[src/rtl/register_file_2r1w.sv]
// Parametrised 2-read / 1-write flip-flop register file with a hardware clear sweep.
// Optional macro REGFILE_BYPASS_EN forwards a same-edge array write to the read ports.
module register_file_2r1w #(
    parameter int DATA_W = 32,
    parameter int ADDR_W = 3
) (
    input  logic              clk,
    input  logic              reset_n,
    input  logic              we,
    input  logic [ADDR_W-1:0] wAddr,
    input  logic [DATA_W-1:0] wData,
    input  logic [ADDR_W-1:0] rAddr0,
    output logic [DATA_W-1:0] rData0,
    input  logic [ADDR_W-1:0] rAddr1,
    output logic [DATA_W-1:0] rData1,
    input  logic              clr,
    output logic              busy
);

    localparam int DEPTH = 2 ** ADDR_W;
    localparam logic [ADDR_W-1:0] LAST_PTR = {ADDR_W{1'b1}};

    typedef enum logic {
        ST_IDLE  = 1'b0,
        ST_CLEAR = 1'b1
    } state_t;

    state_t            state_r;
    logic [ADDR_W-1:0] clr_ptr_r;
    logic              busy_r;
    logic [DATA_W-1:0] mem_r [DEPTH];
    logic [DATA_W-1:0] rdata0_r;
    logic [DATA_W-1:0] rdata1_r;

    logic              wr_en_s;
    logic [ADDR_W-1:0] wr_addr_s;
    logic [DATA_W-1:0] wr_data_s;
    logic [DATA_W-1:0] rd0_next_s;
    logic [DATA_W-1:0] rd1_next_s;

    // Select the single array write source: sweep, accepted user write, or none (clr wins over we).
    always_comb begin
        wr_en_s   = 1'b0;
        wr_addr_s = '0;
        wr_data_s = '0;
        case (state_r)
            ST_IDLE: begin
                if (we && !clr) begin
                    wr_en_s   = 1'b1;
                    wr_addr_s = wAddr;
                    wr_data_s = wData;
                end else begin
                    wr_en_s   = 1'b0;
                end
            end
            ST_CLEAR: begin
                wr_en_s   = 1'b1;
                wr_addr_s = clr_ptr_r;
                wr_data_s = '0;
            end
            default: begin
                wr_en_s   = 1'b0;
            end
        endcase
    end

    // Next read data; with forwarding, a same-edge array write overrides the stored value.
    always_comb begin
        rd0_next_s = mem_r[rAddr0];
        rd1_next_s = mem_r[rAddr1];
`ifdef REGFILE_BYPASS_EN
        if (wr_en_s && (wr_addr_s == rAddr0)) begin
            rd0_next_s = wr_data_s;
        end else begin
            rd0_next_s = mem_r[rAddr0];
        end
        if (wr_en_s && (wr_addr_s == rAddr1)) begin
            rd1_next_s = wr_data_s;
        end else begin
            rd1_next_s = mem_r[rAddr1];
        end
`else
        rd0_next_s = mem_r[rAddr0];
        rd1_next_s = mem_r[rAddr1];
`endif
    end

    // Clear sequencer: clr in IDLE starts a sweep of every entry; clr during a sweep is ignored.
    always_ff @(posedge clk or negedge reset_n) begin
        if (!reset_n) begin
            state_r   <= ST_IDLE;
            clr_ptr_r <= '0;
            busy_r    <= 1'b0;
        end else begin
            case (state_r)
                ST_IDLE: begin
                    if (clr) begin
                        state_r   <= ST_CLEAR;
                        clr_ptr_r <= '0;
                        busy_r    <= 1'b1;
                    end
                end
                ST_CLEAR: begin
                    clr_ptr_r <= clr_ptr_r + {{(ADDR_W-1){1'b0}}, 1'b1};
                    if (clr_ptr_r == LAST_PTR) begin
                        state_r <= ST_IDLE;
                        busy_r  <= 1'b0;
                    end
                end
                default: begin
                    state_r   <= ST_IDLE;
                    clr_ptr_r <= '0;
                    busy_r    <= 1'b0;
                end
            endcase
        end
    end

    // Storage array.
    always_ff @(posedge clk or negedge reset_n) begin
        if (!reset_n) begin
            for (int i = 0; i < DEPTH; i++) begin
                mem_r[i] <= '0;
            end
        end else if (wr_en_s) begin
            mem_r[wr_addr_s] <= wr_data_s;
        end
    end

    // Registered read ports, updated every edge including during a sweep.
    always_ff @(posedge clk or negedge reset_n) begin
        if (!reset_n) begin
            rdata0_r <= '0;
            rdata1_r <= '0;
        end else begin
            rdata0_r <= rd0_next_s;
            rdata1_r <= rd1_next_s;
        end
    end

    assign rData0 = rdata0_r;
    assign rData1 = rdata1_r;
    assign busy   = busy_r;

endmodule

[config.mk]
export PLATFORM = sky130hd
export DESIGN_NAME = register_file_2r1w
export DESIGN_NICKNAME = d
export VERILOG_FILES = /design/src/rtl/register_file_2r1w.sv
export SDC_FILE = /design/constraint.sdc
export NUM_CORES = 1
export LEC_CHECK = 0
export CAP_MARGIN = 30
export CORE_ASPECT_RATIO = 1.5
export CORE_UTILIZATION = 60
export CTS_CLUSTER_DIAMETER = 50
export CTS_CLUSTER_SIZE = 24
export DETAILED_ROUTE_END_ITERATION = 10
export GPL_TIMING_DRIVEN = 0
export PLACE_DENSITY = 0.81
export REMOVE_ABC_BUFFERS = 1
export SLEW_MARGIN = 20
export SYNTH_ARGS = -nofsm -noshare
export SYNTH_HDL_FRONTEND = slang
export SYNTH_SLANG_ARGS = --single-unit
export TNS_END_PERCENT = 1
[constraint.sdc]
create_clock -name clk -period 5.8 [get_ports clk]
set_input_delay 1.45 -clock clk [delete_from_list [all_inputs] [get_ports clk]]
set_output_delay 1.45 -clock clk [all_outputs]
set_load 0.1 [all_outputs]
=== Word level (Yosys, flattened, before mapping) ===
Index checks and enable logic that the tools add are counted.

* Bitwise operators: 4
* Muxes and demuxes: 23
* Order comparisons: 4
* Eq/ne operators: 3
* $add $sub $neg: 1
* Reductions and logical operators: 4

{| class="wikitable"
|+ Operators with widths
! cell !! number
|-
| $bwmux W256 || 1
|-
| $bmux W32 S3 || 2
|-
| $mux W32 || 6
|-
| $demux W32 S3 || 1
|-
| $pmux W32 S2 || 1
|-
| $ge A4 B4 Y1 const B || 3
|-
| $not A3 Y4 || 3
|-
| $pmux W3 S2 || 2
|-
| $mux W3 || 2
|-
| $pmux W1 S2 || 3
|-
| $mux W1 || 5
|-
| $lt A4 B1 Y1 const B || 1
|-
| $add A3 B1 Y3 const B || 1
|-
| $eq A3 B3 Y1 const B || 1
|-
| $logic_and A1 B1 Y1 || 2
|-
| $ne A2 B1 Y1 const B || 1
|-
| $ne A2 B2 Y1 const B || 1
|-
| $reduce_and A2 Y1 || 1
|-
| $logic_not A1 Y1 || 1
|-
| $not A1 Y1 || 1
|}

* Bits in registers: 325
* Input port bits: 45

=== Longest topological paths before layout ===
Gate-level depths: netlist of the first run.

* Depth in word-level cells: 10
* Mapped depth: 7
* Gate-level depth less buffers: 4

=== Worst setup path before layout of the first run ===
Ideal clock, no wire load.

* Path kind: input -> register
* Start: input port rAddr0[0]
* End: register rdata0_r[14], in the netlist rData0[14]
* Arrival time: 2.914 ns
* Buffers on the path: 2
* Stages on the path: 4
* Setup slack: 2.761 ns
* Path through: clkbuf_1 > buf_2 > mux4_2 > mux2_2

* Word-level cells in the longest chain between the ends: 4

{| class="wikitable"
|+ RTL lines
! item !! RTL line !! source
|-
| start, declared || 12 || <nowiki>input logic [ADDR_W-1:0] rAddr0,</nowiki>
|-
| $not A3 Y4 (not written as such) || 83 || <nowiki>rd0_next_s = mem_r[rAddr0];</nowiki>
|-
| $bmux W32 S3 || 83 ||
|-
| $mux W32 (not written as such) (2 in series) || 83 ||
|-
| net rd0_next_s[14] || 38 || <nowiki>logic [DATA_W-1:0] rd0_next_s;</nowiki>
|-
| end signal, assigned || 136 || <nowiki>rdata0_r <= rd0_next_s;</nowiki>
|-
| end, declared || 32 || <nowiki>logic [DATA_W-1:0] rdata0_r;</nowiki>
|}

The timed path passes the listed nets, and every way through them passes these cells. The select of a mux whose other input is x is not followed.
A chain may end at the register's enable or synchronous reset.

=== Worst setup path after layout of the first run ===
* Start: input port clr
* End: register mem_r[61] in the netlist's numbering

* Word-level cells in the longest chain between the ends: 10

{| class="wikitable"
|+ RTL lines
! item !! RTL line !! source
|-
| start, declared || 16 || <nowiki>input logic clr,</nowiki>
|-
| $logic_not A1 Y1 (*) || 48 || <nowiki>if (we && !clr) begin</nowiki>
|-
| $logic_and A1 B1 Y1 (*) || 48 ||
|-
| $mux W3 || 48 ||
|-
| $pmux W3 S2 || 46 || <nowiki>case (state_r)</nowiki>
|-
| $not A3 Y4 (not written as such) || 126 || <nowiki>mem_r[wr_addr_s] <= wr_data_s;</nowiki>
|-
| $ge A4 B4 Y1 (not written as such) / $lt A4 B1 Y1 (equally long branches) || 126 ||
|-
| $logic_and A1 B1 Y1 (not written as such) || 126 ||
|-
| $mux W32 (not written as such) || 126 ||
|-
| $demux W32 S3 || 126 ||
|-
| $bwmux W256 || 126 ||
|-
| end signal, assigned by index || 126 ||
|-
| end, declared || 31 || <nowiki>logic [DATA_W-1:0] mem_r [DEPTH];</nowiki>
|}

Every way passes the cells marked *; elsewhere a longest branch is shown, timed or not.

==> run_results.csv, run 1 <==
group,metric,value,unit
outcome,outcome,"finished, final reports clean",
final_layout,regArea,8130,um^2
placement,dp_hpwl,19.4,mm
pwr,seqPwrFrac,39.1,%
die,start_util,61.5,%
pwr,power_frac_comb,36.2,%
synthesis,syn_inst,942,
run,max_cap_violations,0,
die,io_pins,110,
die,core_area,25300,um^2
placement,place_area,17000,um^2
die,fp.dieH,199,um
final_layout,nFillCells,1661,
synthesis,yosys_warnings,0,
setup_path,path_class,"in2reg",
timing,clock_skew,0.0182,ns
timing,hold_ws,0.521,ns
synthesis,ys.flop_type,"dfrtp_1",
global_routing,overflow,0,
timing,max_freq,0.265,GHz
setup_path,arrival,4.20,ns
global_routing,grt_pass1_vias,9369,
placement,io_buffers,109,
clock_tree,cts_resized,0,
global_routing,grt_pass1_wl,52.3,mm
global_routing,antenna_found_initial,0,
routing,dr.pass1.iters,4,
placement,gp_congestion,0.713,
timing,fin_crit_sh,65.1,%
pwr,switching_share,36.8,%
synthesis,yosysTopAreaCell,"dfrtp_1",
min_path,hold_class,"reg2reg",
final_layout,finalNonFillerCells,1347,
placement,dp_cells,1301,
pwr,p_leak,8.43,nW
synthesis,yosysUniqueCellTypes,28,
routing,drt_iter0_drc,397,
timing,max_slew_margin,33.1,%
routing,dr_total_vias,8529,
timing,finalWorstSetupSlack,2.02,ns
setup_path,startpoint_type,"input pin",
die,row_count,71,
routing,drc,0,
routing,drt-vias-per-instance,6.33,
pwr,peakVddDrop,0.445,mV
timing,finalHoldViolCount,0,
clock_tree,cts_root_buffer,"clkbuf_16",
synthesis,syn_area_per_cell,16.5,um^2
synthesis,async_flop_share,100,%
pwr,powerDensity,429,nW/um^2
final_layout,n_antenna_cell,0,
synthesis,synth_area_leaders,"dfrtp_1 (52%), mux2_2 (22%), mux4_2 (19%)",
synthesis,synth_top_area_share,52.2,%
pwr,internal_power,4.87,mW
final_layout,syn_to_final_growth,15.2,%
routing,routed_wl,32.6,mm
final_layout,drive_above_1_share,52.0,%
clock_tree,clkLatencyLatePin,0.56,ns
timing,slew_viol_final,0,
pwr,total_power,7.70,mW
clock_tree,ctsHoldBuffers,0,
pwr,p_sw,2.83,mW
final_layout,fin_area,17900,um^2
routing,wl_per_cell,24.2,um
clock_tree,cts_made_buffers,25,
clock_tree,htreeDepth,1,
setup_path,crit_fanout,32,
synthesis,yosysSeqAreaShare,52.2,%
final_layout,multi_input_area,7010,um^2
clock_tree,clock-sinks,325,
synthesis,ys_ff_latch,325,
synthesis,synth-edff-count,0,
global_routing,grt_max_degree,105,
timing,min_period,3.78,ns
die,die_x,134,um
timing,finalSetupViolCount,0,
synthesis,synth_area,15600,um^2
setup_path,endpoint_kind,"register",
setup_path,cp.required,6.23,ns
timing,setup_tns,0,ns
placement,place_ws,1.49,ns
final_layout,nNetsFinal,1047,
final_layout,final_util,70.9,%
timing,worst_pin_slew,1.00,ns
clock_tree,post_cts_buffers,0,
clock_tree,cts_tree,"built",
clock_tree,clockBufferDepth,3,
clock_tree,cts.clk_slew.worst_paths,0.09,ns
die,die-area,26600,um^2
pwr,clock_power_share,24.7,%
routing,ant_nets,0,
global_routing,grt_usage,26.2,%
timing,rsz0062_at_grt,"no",
path summary, 6_finish.rpt:
| check | slack, ns | cells past startpoint | startpoint | end |
|---|---|---|---|---|
| max in group asynchronous | 3.82 | 3 | reset_n | rData0[26] |
| max | 2.02 | 5 | clr | mem_r[61] |
| min | 0.52 | 1 | mem_r[133] | mem_r[133] |
| min reg2reg | 0.52 | 1 | mem_r[133] | mem_r[133] |
| max reg2reg | 3.09 | 5 | state_r | mem_r[89] |
| min in group asynchronous | 0.74 | 1 | reset_n | mem_r[118] |
power by group through the flow:
stage	Clock, mW	Sequential, mW	Combinational (mW)
final	1.90	3.01	2.79
after global routing	2.02	3.07	2.92
after CTS	1.93	3.01	2.81
after detailed placement	0	3.05	2.79
after global placement	0	3.02	2.66
after floorplan	0	3.64	1.27
registers in the layout (all words and copies together), names as in the netlist:
signal,cells
busy,1
clr_ptr_r,3
state_r,1
rData0,32
rData1,32
mem_r,256
area by class of cell:
cell class                 count  share of cell area [%]
clock buffer                  27                    3.53
clock inverter                19                    1.51
inverter                       2                  0.0418
multi-input combinational    515                    39.1
sequential                   325                    45.3
tap                          328                    2.29
timing repair buffer         131                    8.24
cell usage in the layout, fill, tap and decap left out, types with 4 or more instances in the layout:
master           instances
nand2_1                  6
clkbuf_16               25
inv_8                    4
inv_6                    6
buf_6                    4
mux4_2                 128
mux2_4                   8
and2_1                  32
buf_4                    9
buf_12                   5
clkdlybuf4s50_1        102
mux2_2                 310
nand3_4                  4
dfrtp_1                325
buf_16                   8
logic make-up after synthesis:
family,Yosys count,share of synthesized area (%)
buffers and inverters,102,3.18
AOI/OAI and AO/OA,10,0.506
and+or+nand+nor,55,2.09
adders and majority gates,2,0.161
DFF,325,52.2
muxes,448,41.8
synth_stat cells (all sizes together), types with 3 or more instances:
cell type and number:
nand2 6, clkbuf 62, mux4 128, buf 38, mux2 320, or3 3
dfrtp 325, nand3 4, nand2b 3, and2 32, o21ai 4
metal layers:
layer / share of wire [%] / wire [um] / global-route usage, % / vias up
met1: 41 / 13400 / 34.3 / 4651
met2: 54 / 17500 / 46.2 / 170
met3: 3.1 / 1010 / 2.74 / 52
met4: 2.3 / 738 / 8.59 / 0
li1: - / - / - / 3656
met5: 0 / 0 / 0 / -
critical path, cell delays in order:
cell and delay [ns]:
clkdlybuf4s50_1 0.58, nand3b_1 0.27, o21ai_0 0.63, nand3_4 0.74
mux2_2 0.53
(Power assumes the default switching activity.)
==> run 2, diff against run 1 <==
- CORE_UTILIZATION: 60 -> 53
- PLACE_DENSITY: 0.81 -> 0.76
- clock period: 5.8 -> 3.17 ns (I/O delays scaled with it)
==> run 2 against run 1 <==
Compared with the run above:
- clock skew rose by 0.0038 ns
- wire length rose by 1.0%
- first-iteration DRC count rose by 0.76%
- flip-flop and latch count did not move
- critical endpoint is now mem_r[78]
- combinational power rose by 83%
- clock power rose by 81%
- largest power group unchanged
- sequential share of layout area fell by 0.20 points
==> run_results.csv, run 2 (synthesis gave the netlist of run 1 again) <==
group,metric,value,unit
outcome,outcome,"finished, final reports clean",
die,die-area,30100,um^2
setup_path,cp.required,3.60,ns
die,start_util,54.1,%
timing,finalHoldViolCount,0,
global_routing,grt_pass1_wl,52.7,mm
final_layout,nNetsFinal,1044,
final_layout,syn_to_final_growth,15.7,%
final_layout,finalNonFillerCells,1404,
final_layout,fin_area,18000,um^2
global_routing,grt_pass1_vias,9172,
routing,dr_total_vias,8461,
pwr,p_leak,8.42,nW
die,row_count,76,
setup_path,arrival,3.40,ns
setup_path,crit_family,"buffers and inverters",
timing,worst_pin_slew,0.986,ns
routing,drt_iter0_drc,400,
routing,routed_wl,33.0,mm
die,fp.dieH,212,um
setup_path,crit_slowest_cell,"or3_2",
final_layout,layout_common_cells,"dfrtp_1 (325), mux2_2 (310), mux4_2 (128)",
clock_tree,clkLatencyLatePin,0.56,ns
final_layout,largest_reg_flops,256,
timing,fin_crit_sh,93.6,%
routing,ant_nets,0,
min_path,hold_class,"in2async",
timing,max_freq,0.337,GHz
setup_path,r2r-start,"state_r",
die,die_x,142,um
die,core_area,28800,um^2
setup_path,crit_buf_inv,3,
setup_path,cpMostUsedCell,"buf_16",
routing,drc,0,
global_routing,grt_max_degree,101,
final_layout,final_common_cell,"dfrtp_1",
setup_path,crit_end,"mem_r[78]",
timing,setup_tns,0,ns
clock_tree,clockBufferDepth,3,
global_routing,overflow,0,
routing,dr.pass1.iters,4,
timing,finalSetupViolCount,0,
placement,gp_congestion,0.726,
setup_path,startpoint_type,"input pin",
setup_path,crit_path_start,"clr",
placement,io_buffers,109,
placement,dp_hpwl,19.7,mm
run,max_cap_violations,0,
routing,wl_per_cell,23.5,um
final_layout,n_antenna_cell,0,
placement,place_area,17100,um^2
setup_path,timing.reg2reg.setup_slack,0.47,ns
placement,dp_cells,1361,
die,io_pins,110,
global_routing,antenna_found_initial,2,
setup_path,r2r_cells,3,
timing,max_slew_margin,34.1,%
clock_tree,cts.clk_slew.worst_paths,0.08,ns
setup_path,reg2reg_to,"mem_r[57]",
setup_path,worstPathCellList,"clkdlybuf4s50_1 -> nand3b_1 -> o21a_1 -> or3_2 -> buf_16 -> buf_16 -> mux2_2",
setup_path,endpoint_kind,"register",
pwr,powerDensity,780,nW/um^2
final_layout,largest_register,"mem_r",
global_routing,grt_usage,23.3,%
clock_tree,cts_root_buffer,"clkbuf_16",
setup_path,slowest_delay,0.74,ns
routing,drt-vias-per-instance,6.03,
setup_path,path_class,"in2reg",
timing,rsz0062_at_grt,"no",
final_layout,drive_above_1_share,52.0,%
timing,clock_skew,0.0219,ns
setup_path,cp.depth,7,
final_layout,final_util,62.5,%
timing,hold_ws,0.184,ns
timing,min_period,2.97,ns
timing,slew_viol_final,0,
setup_path,crit_fanout,12,
pwr,peakVddDrop,0.685,mV
clock_tree,cts_tree,"built",
clock_tree,cts_made_buffers,24,
clock_tree,htreeDepth,1,
clock_tree,clock-sinks,325,
clock_tree,post_cts_buffers,0,
## run 2: repair_timing
item | 4_1_cts | 5_1_grt
setup endpoints to repair | 0 | 76
gates resized for setup | 0 | 1
hold buffers | 0 | 0
endpoints found under the hold margin | 0 | 0
## run 2: worst reg2reg max path: cells and delay by family, from the launching register on
kind               cells  cell delay, ns
and+or+nand+nor        1            0.72
AOI/OAI and AO/OA      1            0.77
muxes                  1            0.52
DFF                    1            0.58
## run 2: layout make-up
cell class | count | area, um^2
fillers | 2092 | 10800
flip-flops and latches | 325 | 8130
multi-input cells | 515 | 7010
repair buffers | 129 | 1460
clock buffers | 26 | 639
well taps | 390 | 488
clock inverters | 17 | 277
inverters | 2 | 7.51
## run 2: report_power, final
group	switching [mW]	internal, mW
Sequential	0.552	4.97
Clock	1.63	1.80
Combinational	2.97	2.14
Total	5.15	8.91
## run 2: layer usage
layer  share of wire (%)  up-vias  GRT usage, %
met5               0.039        -             0
met4                 1.4        2          5.64
met3                 3.4       31          2.76
met2                  53      154          40.6
met1                  42     4618          31.3
li1                    -     3656             -
## run 2: worst min-delay path by stage
stage	to	start	cells past startpoint
2_1_floorplan	mem_r[133]	mem_r[133]	1
3_3_place_gp	mem_r[134]	mem_r[134]	1
3_5_place_dp	mem_r[133]	mem_r[133]	1
4_1_cts	mem_r[11]	reset_n	1
5_1_grt	mem_r[43]	reset_n	1
6_report	mem_r[43]	reset_n	1
## run 2: through the flow
step                      power [mW]  setup WS, ns
after floorplan                 8.98        -0.792
after global placement          10.4        -12.50
after detailed placement        10.7        -0.470
after CTS                       14.2         0.116
after global routing            14.6         0.113
final                           14.1         0.202
==> run 3, diff against run 2 <==
- CORE_UTILIZATION: 53 -> 50
- PLACE_DENSITY: 0.76 -> 0.72
- SLEW_MARGIN: 20 -> 0
==> run 3 against run 2 <==
Compared with the run above:
- cell area down 0.26%
- wire length rose by 0.85%
- setup slack better by 0.053 ns
- worst hold slack gained 0.071 ns
- critical path depth is 6 lower
- flip-flop and latch count unchanged
==> run_results.csv, run 3 (synthesis gave the netlist of run 1 again) <==
group,metric,value,unit
global_routing,grt_max_degree,115,
pwr,power_frac_comb,36.9,%
run,max_cap_violations,0,
die,start_util,51.1,%
clock_tree,ctsHoldBuffers,0,
pwr,p_sw,5.14,mW
routing,drt_iter0_drc,358,
pwr,peakVddDrop,0.602,mV
global_routing,grt_pass1_vias,9547,
pwr,total_power,13.9,mW
die,io_pins,110,
pwr,switching_share,36.9,%
timing,slew_viol_final,0,
die,row_count,78,
routing,drc,0,
timing,max_freq,0.343,GHz
min_path,hold_class,"in2async",
final_layout,nNetsFinal,1047,
timing,rsz0062_at_grt,"no",
setup_path,slowest_delay,1.15,ns
clock_tree,cts_resized,0,
clock_tree,cts.clk_slew.worst_paths,0.08,ns
timing,fin_crit_sh,91.9,%
final_layout,final_util,59.0,%
clock_tree,post_cts_buffers,0,
final_layout,finalNonFillerCells,1418,
clock_tree,clkLatencyLatePin,0.56,ns
pwr,p_leak,8.40,nW
setup_path,endpoint_kind,"primary output",
routing,dr.pass1.iters,4,
placement,gp_congestion,0.706,
die,core_area,30400,um^2
clock_tree,cts_root_buffer,"clkbuf_16",
clock_tree,htreeDepth,1,
setup_path,worstPathCellList,"clkdlybuf4s50_1",
final_layout,multi_input_area,6980,um^2
timing,max_slew_margin,33.9,%
final_layout,final_common_cell,"dfrtp_1",
final_layout,regArea,8130,um^2
routing,routed_wl,33.3,mm
timing,clock_skew,0.0148,ns
pwr,internal_power,8.79,mW
setup_path,timing.reg2reg.setup_slack,0.55,ns
routing,wl_per_cell,23.4,um
placement,io_buffers,109,
timing,finalSetupViolCount,0,
setup_path,crit_slowest_cell,"clkdlybuf4s50_1",
setup_path,arrival,2.12,ns
timing,worst_pin_slew,0.989,ns
routing,dr_total_vias,8354,
setup_path,cp.required,2.38,ns
final_layout,drive_above_1_share,52.0,%
clock_tree,cts_tree,"built",
setup_path,path_class,"reg2out",
routing,ant_nets,0,
outcome,outcome,"finished, final reports clean",
clock_tree,clock-sinks,325,
final_layout,layout_common_cells,"dfrtp_1 (325), mux2_2 (310), mux4_2 (128)",
die,fp.dieH,218,um
global_routing,overflow,0,
pwr,seqPwrFrac,39.5,%
global_routing,antenna_found_initial,0,
clock_tree,clockBufferDepth,3,
setup_path,crit_fanout,1,
timing,finalHoldViolCount,0,
pwr,powerDensity,775,nW/um^2
global_routing,grt_usage,22.3,%
placement,dp_hpwl,20.4,mm
clock_tree,cts_made_buffers,25,
die,die_x,146,um
routing,drt-vias-per-instance,5.89,
timing,min_period,2.91,ns
final_layout,n_antenna_cell,0,
timing,setup_tns,0,ns
setup_path,crit_family,"buffers and inverters",
placement,dp_cells,1373,
final_layout,syn_to_final_growth,15.4,%
final_layout,largest_reg_flops,256,
setup_path,crit_buf_inv,1,
global_routing,grt_pass1_wl,53.7,mm
setup_path,startpoint_type,"register",
pwr,clock_power_share,23.6,%
final_layout,largest_register,"mem_r",
die,die-area,31900,um^2
final_layout,nFillCells,2350,
## run 3: power by group through the flow
stage               logic, mW  clock network [mW]  registers [mW]
floorplan                2.33                   0            6.65
global placement         4.91                   0            5.53
detailed placement       5.18                   0            5.59
CTS                      5.20                3.36            5.51
global route             5.40                3.51            5.62
finish                   5.14                3.28            5.51
## run 3: worst paths after layout
check | startpoint | end | cells past startpoint
worst min register to register | mem_r[133] | mem_r[133] | 1
max in group asynchronous | reset_n | mem_r[151] | 3
worst max-delay path | rData1[4] | rData1[4] | 1
worst min-delay path | reset_n | rData0[11] | 1
min in group clk | mem_r[133] | mem_r[133] | 1
worst max register to register | state_r | mem_r[121] | 4
## run 3: layer usage
layer / GRT usage (%) / part of all wire (%) / up-vias
met5: 0 / 0 / -
met3: 2.19 / 2.6 / 32
met2: 40.3 / 53 / 114
li1: - / - / 3648
met4: 5.90 / 1.7 / 0
met1: 28.8 / 42 / 4560
## run 3: area by class of cell
class | instances | share of cell area, %
timing repair buffer | 131 | 8.41
sequential | 325 | 45.3
clock inverter | 17 | 1.08
clock buffer | 28 | 3.60
inverter | 2 | 0.0418
multi-input combinational | 515 | 38.8
tap | 400 | 2.78
## run 3: metrics by stage
| stage | setup WS, ns | area (um^2) | hold slack, ns |
|---|---|---|---|
| finish | 0.256 | 18000 | 0.255 |
| global placement | -12.61 | 16700 | 0.486 |
| CTS | 0.223 | 18000 | 0.301 |
| detailed placement | -0.269 | 17100 | 0.496 |
| global route | 0.0793 | 18000 | 0.315 |
| floorplan | -0.792 | 15100 | 0.470 |
